==> config.mk <==
export PLATFORM = sky130hd
export DESIGN_NAME = audio_capture_dma
export DESIGN_NICKNAME = d
export VERILOG_FILES = /design/src/rtl/audio_pkg.sv /design/src/rtl/audio_sync_fifo.sv /design/src/rtl/audio_capture_dma.sv
export SDC_FILE = /design/constraint.sdc
export NUM_CORES = 2
export LEC_CHECK = 0
export ABC_AREA = 1
export CAP_MARGIN = 40
export CORE_AREA = 5 5 404 406
export DETAILED_ROUTE_END_ITERATION = 7
export DIE_AREA = 0 0 409 411
export HOLD_SLACK_MARGIN = 0.05
export PLACE_DENSITY_LB_ADDON = 0.2
export SLEW_MARGIN = 5
export SYNTH_ARGS = -nofsm -noshare
export SYNTH_HDL_FRONTEND = slang
export SYNTH_SLANG_ARGS = --single-unit
==> constraint.sdc <==
create_clock -name clk_i -period 4.6 [get_ports clk_i]
set_clock_uncertainty 0.15 [all_clocks]
set_input_delay 0.69 -clock clk_i [delete_from_list [all_inputs] [get_ports clk_i]]
set_output_delay 0.69 -clock clk_i [all_outputs]
set_load 0.05 [all_outputs]
==> src/rtl/audio_pkg.sv <==
// Shared AXI encodings and DMA state type for the audio capture/playback DMA blocks.
package audio_pkg;

  localparam logic [1:0] AXI_BURST_INCR  = 2'b01;
  localparam logic [1:0] AXI_RESP_OKAY   = 2'b00;
  localparam logic [1:0] AXI_RESP_SLVERR = 2'b10;
  localparam logic [1:0] AXI_RESP_DECERR = 2'b11;

  typedef enum logic [1:0] {IDLE, AW, W, B} dma_state_e;

endpackage

==> src/rtl/audio_sync_fifo.sv <==
// Single-clock FIFO with occupancy count; pushes while full are ignored,
// so the caller decides how to report the loss.
module audio_sync_fifo #(
  parameter int DATA_W = 32,
  parameter int DEPTH  = 64
) (
  input  logic                       clk_i,
  input  logic                       rst_i,
  input  logic                       flush_i,
  input  logic                       push_i,
  input  logic [DATA_W-1:0]          push_data_i,
  input  logic                       pop_i,
  output logic [DATA_W-1:0]          head_o,
  output logic                       full_o,
  output logic                       empty_o,
  output logic [$clog2(DEPTH):0]     count_o
);

  localparam int PTR_W = $clog2(DEPTH);
  localparam int CNT_W = PTR_W + 1;

  logic [DATA_W-1:0] r_mem [DEPTH];
  logic [PTR_W-1:0]  r_wr_ptr;
  logic [PTR_W-1:0]  r_rd_ptr;
  logic [CNT_W-1:0]  r_count;
  logic              w_push_ok;
  logic              w_pop_ok;

  assign full_o    = (r_count == CNT_W'(DEPTH));
  assign empty_o   = (r_count == '0);
  assign count_o   = r_count;
  assign w_push_ok = push_i && !full_o && !flush_i;
  assign w_pop_ok  = pop_i && !empty_o && !flush_i;
  // Head is read combinationally so the W channel presents it without a bubble.
  assign head_o    = r_mem[r_rd_ptr];

  always_ff @(posedge clk_i) begin
    if (w_push_ok) begin
      r_mem[r_wr_ptr] <= push_data_i;
    end
  end

  always_ff @(posedge clk_i) begin
    if (rst_i || flush_i) begin
      r_wr_ptr <= '0;
      r_rd_ptr <= '0;
      r_count  <= '0;
    end else begin
      if (w_push_ok) r_wr_ptr <= r_wr_ptr + 1'b1;
      if (w_pop_ok)  r_rd_ptr <= r_rd_ptr + 1'b1;
      case ({w_push_ok, w_pop_ok})
        2'b10:   r_count <= r_count + CNT_W'(1);
        2'b01:   r_count <= r_count - CNT_W'(1);
        default: r_count <= r_count;
      endcase
    end
  end

endmodule

==> src/rtl/audio_capture_dma.sv <==
// Capture DMA: packs 16-bit samples into 32-bit words and writes them as
// fixed-length AXI4 INCR bursts into a ring buffer, one burst in flight.
module audio_capture_dma
  import audio_pkg::*;
#(
  parameter int ADDR_W     = 32,
  parameter int DATA_W     = 32,
  parameter int SIZE_W     = 16,
  parameter int SAMPLE_W   = 16,
  parameter int BURST_LEN  = 8,
  parameter int FIFO_DEPTH = 64
) (
  input  logic                clk_i,
  input  logic                rst_i,
  input  logic                enable_i,
  input  logic [ADDR_W-1:0]   buf_base_i,
  input  logic [SIZE_W-1:0]   buf_size_i,
  output logic [SIZE_W-1:0]   wr_offset_o,
  input  logic [SAMPLE_W-1:0] sample_i,
  input  logic                sample_valid_i,
  output logic                sample_ready_o,
  output logic [ADDR_W-1:0]   awaddr_o,
  output logic [7:0]          awlen_o,
  output logic [2:0]          awsize_o,
  output logic [1:0]          awburst_o,
  output logic                awvalid_o,
  input  logic                awready_i,
  output logic [DATA_W-1:0]   wdata_o,
  output logic [DATA_W/8-1:0] wstrb_o,
  output logic                wlast_o,
  output logic                wvalid_o,
  input  logic                wready_i,
  input  logic [1:0]          bresp_i,
  input  logic                bvalid_i,
  output logic                bready_o,
  output logic                overrun_o,
  output logic                error_o,
  output logic                irq_o,
  input  logic                irq_clr_i
);

  localparam int BURST_BYTES = BURST_LEN * DATA_W / 8;
  localparam int CNT_W       = $clog2(FIFO_DEPTH) + 1;
  localparam int BEAT_W      = (BURST_LEN > 1) ? $clog2(BURST_LEN) : 1;
  localparam int SUM_W       = SIZE_W + 1;

  dma_state_e          r_state;
  logic                r_half_valid;
  logic [SAMPLE_W-1:0] r_half_data;
  logic                r_push;
  logic [DATA_W-1:0]   r_push_word;
  logic                r_awvalid, r_wvalid, r_wlast, r_bready;
  logic [ADDR_W-1:0]   r_awaddr;
  logic [SIZE_W-1:0]   r_offset;
  logic [BEAT_W-1:0]   r_beat;
  logic                r_overrun, r_error, r_irq;

  logic                w_flush, w_pop, w_full, w_empty, w_b_done, w_irq_set;
  logic [CNT_W-1:0]    w_count;
  logic [DATA_W-1:0]   w_head;
  logic [SUM_W-1:0]    w_off_sum;
  logic [SIZE_W-1:0]   w_off_next;

  // Disabled and between bursts: discard residue and restart the ring at zero.
  assign w_flush    = (r_state == IDLE) && !enable_i;
  assign w_pop      = r_wvalid && wready_i && !w_empty;
  assign w_b_done   = (r_state == B) && bvalid_i;
  assign w_off_sum  = {1'b0, r_offset} + SUM_W'(BURST_BYTES);
  assign w_off_next = (w_off_sum >= {1'b0, buf_size_i}) ? '0 : w_off_sum[SIZE_W-1:0];
  assign w_irq_set  = w_b_done && ((w_off_next == (buf_size_i >> 1)) || (w_off_next == '0));

  audio_sync_fifo #(.DATA_W(DATA_W), .DEPTH(FIFO_DEPTH)) u_fifo (
    .clk_i       (clk_i),
    .rst_i       (rst_i),
    .flush_i     (w_flush),
    .push_i      (r_push),
    .push_data_i (r_push_word),
    .pop_i       (w_pop),
    .head_o      (w_head),
    .full_o      (w_full),
    .empty_o     (w_empty),
    .count_o     (w_count)
  );

  always_ff @(posedge clk_i) begin
    if (rst_i || w_flush) begin
      r_half_valid <= 1'b0;
      r_push       <= 1'b0;
    end else begin
      r_push <= 1'b0;
      if (enable_i && sample_valid_i) begin
        r_half_valid <= !r_half_valid;
        r_push       <= r_half_valid;
      end
    end
  end

  always_ff @(posedge clk_i) begin
    if (enable_i && sample_valid_i) begin
      if (r_half_valid) r_push_word <= {sample_i, r_half_data};
      else              r_half_data <= sample_i;
    end
  end

  always_ff @(posedge clk_i) begin
    if (rst_i) begin
      r_state   <= IDLE;
      r_awvalid <= 1'b0;
      r_wvalid  <= 1'b0;
      r_wlast   <= 1'b0;
      r_bready  <= 1'b0;
      r_awaddr  <= '0;
      r_offset  <= '0;
      r_beat    <= '0;
    end else begin
      case (r_state)
        IDLE: begin
          if (!enable_i) begin
            r_offset <= '0;
          end else if (w_count >= CNT_W'(BURST_LEN)) begin
            r_awaddr  <= buf_base_i + ADDR_W'(r_offset);
            r_awvalid <= 1'b1;
            r_state   <= AW;
          end
        end
        AW: begin
          if (awready_i) begin
            r_awvalid <= 1'b0;
            r_wvalid  <= 1'b1;
            r_wlast   <= (BURST_LEN == 1);
            r_beat    <= '0;
            r_state   <= W;
          end
        end
        W: begin
          if (wready_i) begin
            r_beat  <= r_beat + 1'b1;
            r_wlast <= (r_beat == BEAT_W'(BURST_LEN - 2));
            if (r_wlast) begin
              r_wvalid <= 1'b0;
              r_wlast  <= 1'b0;
              r_bready <= 1'b1;
              r_state  <= B;
            end
          end
        end
        B: begin
          if (bvalid_i) begin
            r_bready <= 1'b0;
            r_offset <= w_off_next;
            r_state  <= IDLE;
          end
        end
        default: r_state <= IDLE;
      endcase
    end
  end

  // Status flags are sticky; a new event in the clear cycle still lands.
  always_ff @(posedge clk_i) begin
    if (rst_i) begin
      r_overrun <= 1'b0;
      r_error   <= 1'b0;
      r_irq     <= 1'b0;
    end else begin
      r_overrun <= (r_overrun & ~irq_clr_i) | (r_push & w_full);
      r_error   <= (r_error & ~irq_clr_i) | (w_b_done & (bresp_i != AXI_RESP_OKAY));
      r_irq     <= (r_irq & ~irq_clr_i) | w_irq_set;
    end
  end

  assign wr_offset_o    = r_offset;
  assign sample_ready_o = enable_i;
  assign awaddr_o       = r_awaddr;
  assign awlen_o        = 8'(BURST_LEN - 1);
  assign awsize_o       = 3'($clog2(DATA_W / 8));
  assign awburst_o      = AXI_BURST_INCR;
  assign awvalid_o      = r_awvalid;
  assign wdata_o        = w_head;
  assign wstrb_o        = '1;
  assign wlast_o        = r_wlast;
  assign wvalid_o       = r_wvalid;
  assign bready_o       = r_bready;
  assign overrun_o      = r_overrun;
  assign error_o        = r_error;
  assign irq_o          = r_irq;

endmodule

[Word level (Yosys, flattened, before mapping)]
Memories as Yosys holds them, arrays and structs flattened. A register that Yosys moved wholly into a read port is not among the register bits.
Index checks and enable logic that the tools add are counted.
Cells by class
  add/sub/neg operators: 7
  magnitude comparators: 2
  equality and inequality tests: 15
  multiplexer cells: 34
  bitwise operators: 11
  reduce and logical (&&, ||, !) cells: 36
Operators with widths (number)
  16-bit two-way mux: 3
  32-bit by 16-bit adder with 32-bit output: 1
  16-bit one-hot mux with 2 select lines: 1
  16-bit by 6-bit adder with 17-bit output (second input constant): 1
  17-bit by 16-bit greater-or-equal comparator with 1-bit output: 1
  16-bit by 15-bit == test with 1-bit output: 1
  16-bit zero test: 1
  7-bit one-hot mux with 2 select lines: 1
  1-bit two-way mux: 13
  6-bit by 1-bit adder with 6-bit output (second input constant): 2
  2-bit two-way mux: 6
  6-bit two-way mux: 2
  2-bit inequality test (second input constant): 6
  4-bit AND reduction: 3
  2-bit nonzero test: 6
  1-bit logical AND: 10
  3-bit AND reduction: 3
  1-bit one-hot mux with 2 select lines: 4
  2-bit one-hot mux with 4 select lines: 1
  7-bit by 1-bit adder with 7-bit output (second input constant): 1
  7-bit == test (second input constant): 1
  7-bit by 4-bit greater-or-equal comparator with 1-bit output (second input constant): 1
  7-bit zero test: 1
  7-bit by 1-bit subtractor with 7-bit output (second input constant): 1
  other kinds (16): 34
Storage, ports and cells
  bits in registers: 129
  memory bits (writable): 2048
  output and inout bits: 105
  word-level logic and storage cells: 124
  memories: 1
Memories
  u_fifo.r_mem: depth 64, bits a word 32, rd ports 1, clocked after memory_dff 1, wr ports 1, line audio_sync_fifo.sv:22  | logic [DATA_W-1:0] r_mem [DEPTH];

[Depth between registers and ports, before layout]
  depth in word-level cells: 7
  depth in mapped cells: 27
  mapped depth without buffers: 26

[By module]
Synthesis repeated with hierarchy kept, for this count alone.
Second synthesis, totals
  cell total of the unflattened synthesis: 7754
  area total of the unflattened synthesis: 89792.4 um^2
By module, submodules not included
  audio_sync_fifo: times used 1, cells an instance 6931, area each 83446.3 um^2, sequential area each 61999.5 um^2
  audio_capture_dma: times used 1, cells an instance 823, area each 6346.1 um^2, sequential area each 2682.6 um^2

[Worst setup path before layout]
Ideal clock, no wire load.
  kind: register to register
  start: register r_state[0]
  end: memory u_fifo.r_mem[63][0], enable pin
  arrival: 3.350 ns
  setup slack: 0.636 ns
  cell stages (with the launch flop): 8
  buffers on the path: 0
  cells stage by stage: dfxtp_1 -> inv_1 -> ha_1 -> inv_1 -> nor2_1 -> inv_1 -> nand3_1 -> nor3_1
On the way
  word-level cells in the longest chain between the ends: 6
RTL lines
  from (decl): line audio_capture_dma.sv:47  | dma_state_e r_state;
  from (signal assigned): line audio_capture_dma.sv:107  | r_state <= IDLE;
  from (signal assigned): line audio_capture_dma.sv:123  | r_state <= AW;
  from (signal assigned): line audio_capture_dma.sv:132  | r_state <= W;
  2-bit zero test: line audio_capture_dma.sv:65  | assign w_flush = (r_state == IDLE) && !enable_i;
  1-bit logical AND: line audio_capture_dma.sv:65
  1-bit zero test: line audio_sync_fifo.sv:32  | assign w_push_ok = push_i && !full_o && !flush_i;
  1-bit logical AND: line audio_sync_fifo.sv:32
  1-bit two-way mux: line audio_sync_fifo.sv:38  | if (w_push_ok) begin
  1-bit two-way mux (implied by the code): line audio_sync_fifo.sv:39  | r_mem[r_wr_ptr] <= push_data_i;
  to (decl): line audio_sync_fifo.sv:22
No other way between the ends.

==> results.json <==
{
  "status": "finished, violations left",
  "violations": "negative setup slack",
  "cts-buffers-inserted": 214,
  "antenna_found_initial": 2,
  "synth-xor-area-share_pct": 0.290,
  "most-common-layout-cells": "edfxtp_1, nor2_1, o21ai_0",
  "synth_edf_count": 2096,
  "use_met1_pct": 41.7,
  "path_cells": "buf_4 -> buf_4 -> buf_12 -> o21ai_0 -> o22ai_1 -> nor2_1 -> o22ai_2 -> nand2_1 -> nand2_1 -> a21oi_2 -> a31oi_2 -> buf_6 -> buf_12",
  "required_ps": 3760,
  "start_util_pct": 54.6,
  "wl_per_cell_um": 26.9,
  "grtUsageMet2_pct": 45.5,
  "synth_fa_ha_area_share_pct": 0.721,
  "cts_tree": "built",
  "clk_pin_slew_ps": 60,
  "io_pins": 179,
  "grt_pass1_vias": 55300,
  "critPathLaunchType": "flip-flop",
  "power_mw": 39.4,
  "globalRouteTotalUtil_pct": 29.2,
  "crit_path_max_incr_delay_ps": 500,
  "synth_top_family_by_area": "compound AO/OA/AOI/OAI gates",
  "chipHeight_um": 411,
  "tightest_slew_ps": 904,
  "seq_area_frac_synth_pct": 74.2,
  "place_area_sq_mm": 0.0936,
  "synthToLayoutAreaGrowth_pct": 15.8,
  "ir_drop_mv": 0.383,
  "finalCritPeriodShare_pct": 102,
  "layout_commonest_cell": "edfxtp_1",
  "die-width_um": 409,
  "grt_start_max_net_pins": 119,
  "synth_top_area_cell": "edfxtp_1",
  "synth_compound_area_share_pct": 13.4,
  "die_area_sq_mm": 0.168,
  "slowest_stage": "dfxtp_4",
  "hp-class": "reg -> reg",
  "via_count": 58900,
  "layout-drive-gt1-share_pct": 10.5,
  "yosysWarnings": 0,
  "cp_top_family": "compound AO/OA/AOI/OAI gates",
  "yosys_register_bits": 2183,
  "p_per_area_mw_per_mm2": 390,
  "core_area_sq_mm": 0.159,
  "io_buffers": 161,
  "stdcell_area_sq_mm": 0.101,
  "place.gp.congestion": 0.876,
  "h-tree-depth": 4,
  "max_freq_mhz": 214,
  "finalWorstSetupSlack_ps": -72.3,
  "setup_viol": 1,
  "overflow": 0,
  "leakage_nw": 33.6,
  "post-dp-hpwl_mm": 141,
  "rsz0062_at_grt": "true",
  "nNetsFinal": 7213,
  "cts.sink_count": 2183,
  "drv_cap": 0,
  "ys_types": 51,
  "synth_flop_cell": "edfxtp_1",
  "antennaDiodeCount": 0,
  "syn_area_sq_mm": 0.0871,
  "max_slew_margin_pct": 39.6,
  "layout.cells.non_filler": 9349,
  "drv_slew": 0,
  "seq_area_sq_mm": 0.0647,
  "postSynthCellCount": 6875,
  "num_rows": 147,
  "critPathKind": "reg -> out",
  "wl_mm": 252,
  "grt_use_met3_pct": 5.50,
  "cts_root_buffer": "clkbuf_16",
  "worstSetupEndpointType": "output port",
  "placed_cells": 8952,
  "synthSimpleGateAreaFrac_pct": 8.29,
  "drt_pass1_iterations": 7,
  "syn_avg_cell_area_sq_um": 12.7,
  "critical_path.max_fanout": 68,
  "first_iter_violations": 8678,
  "ant_nets": 0,
  "worstSkewPairLatency_ps": 840,
  "n_fill_cell": 11800,
  "async_flop_share_pct": 0,
  "synth_area_leaders": "edfxtp_1, o21ai_0, nor2_1",
  "grt_pass1_wl_mm": 366,
  "arrival_ps": 3830,
  "drcViolationCount": 0,
  "hold_viol": 0,
  "grt.busiest_layer": "met2",
  "finalCriticalPeriod_ps": 4670,
  "multi_input_area_sq_mm": 0.0206,
  "clk_path_buf_depth": 3,
  "synth.area.mux_share_pct": 0,
  "path_buf_inv": 5,
  "vias_per_cell": 6.30,
  "synth_top_cell_area_share_pct": 72.2
}
-- final cells by class --
cell class	count	share of cell area, %
repair buffers	467	5.38
multi-input cells	4070	20.4
clock buffers	264	5.58
clock inverters	125	1.34
inverters	153	0.621
flip-flops and latches	2183	64.1
well taps	2086	2.59
repair inverters	1	0.00868
-- Yosys cell counts, types with 3 or more instances --
cell type	number
o21ai_1	41
o21ai_0	1305
nor3_1	25
nand2_2	4
inv_2	3
nand3b_1	4
inv_1	149
dfxtp_1	87
o32ai_1	47
a31oi_1	6
nand4_1	32
xnor2_1	7
buf_1	12
nand3_1	51
nor4_1	4
edfxtp_1	2096
clkbuf_1	346
buf_4	26
nor2_1	1566
nor2_2	4
o221ai_1	8
a211oi_1	6
ha_1	47
buf_2	96
o211ai_1	10
nand2_1	160
o22ai_1	620
a21oi_1	58
buf_6	4
xor2_1	20
-- metal layers --
metal | share of wire, % | vias up
met4 | 3.3 | 0
met3 | 10 | 452
li1 | - | 25900
met5 | 0 | -
met2 | 46 | 3343
met1 | 40 | 29200
-- worst paths after layout --
| check | cells past startpoint | endpoint | startpoint | slack (ps) |
|---|---|---|---|---|
| max | 13 | wdata_o[14] | flip-flop | -70 |
| min | 0 | r_push_word[14] | r_half_data[14] | 270 |
| max reg2reg | 21 | irq_o | wr_offset_o[6] | 760 |
| min reg2reg | 0 | r_push_word[14] | r_half_data[14] | 270 |
-- stage by stage --
step | TNS, ps | utilization, % | hold slack, ps | setup WS [ps]
after detailed placement | 0 | 58.7 | 256 | 335
after global placement | 0 | 58.6 | 251 | 320
after CTS | -101 | 63.2 | 234 | -65.0
after floorplan | 0 | - | 250 | 636
final | -72.3 | 63.3 | 269 | -72.3
after global routing | -248 | 63.3 | 263 | -114
-- registers in the layout, summed over array words and instances (netlist names), 2 cells and up, named ones only --
| signal | count |
|---|---|
| awaddr_o | 32 |
| r_half_data | 16 |
| u_fifo.r_mem | 2048 |
| r_beat | 3 |
| u_fifo.r_wr_ptr | 6 |
| r_state | 2 |
| wr_offset_o | 16 |
| r_push_word | 32 |
| u_fifo.count_o | 7 |
| u_fifo.r_rd_ptr | 6 |
-- kinds of logic after synthesis --
family,Yosys count
flops,2183
compound gates,2119
simple gates,1857
buf+inv,637
fa+ha+maj,49
xor+xnor,28
other cells,2
-- worst register-to-register path: cells and delay by family, from the launching register on --
kind / cells / cell delay [ps]
simple gates: 13 / 1670
compound gates: 3 / 550
buf+inv: 3 / 470
fa+ha+maj: 2 / 500
flops: 1 / 430
-- power breakdown --
group          switching (mW)  total, mW  internal (mW)
sequential             0.0176       21.5           21.5
clock                    7.45       17.5           10.0
combinational           0.273      0.399          0.126
-- what timing repair did --
item | CTS | global route
setup endpoints to repair | 31 | 27
endpoints found under the hold margin | 0 | 0
pin swaps | 1 | 1
setup buffers | 3 | 4
hold buffers | 0 | 0
resized for setup | 20 | 26
cloned | 1 | 0
Note: power is estimated with default switching activity, not from simulation.
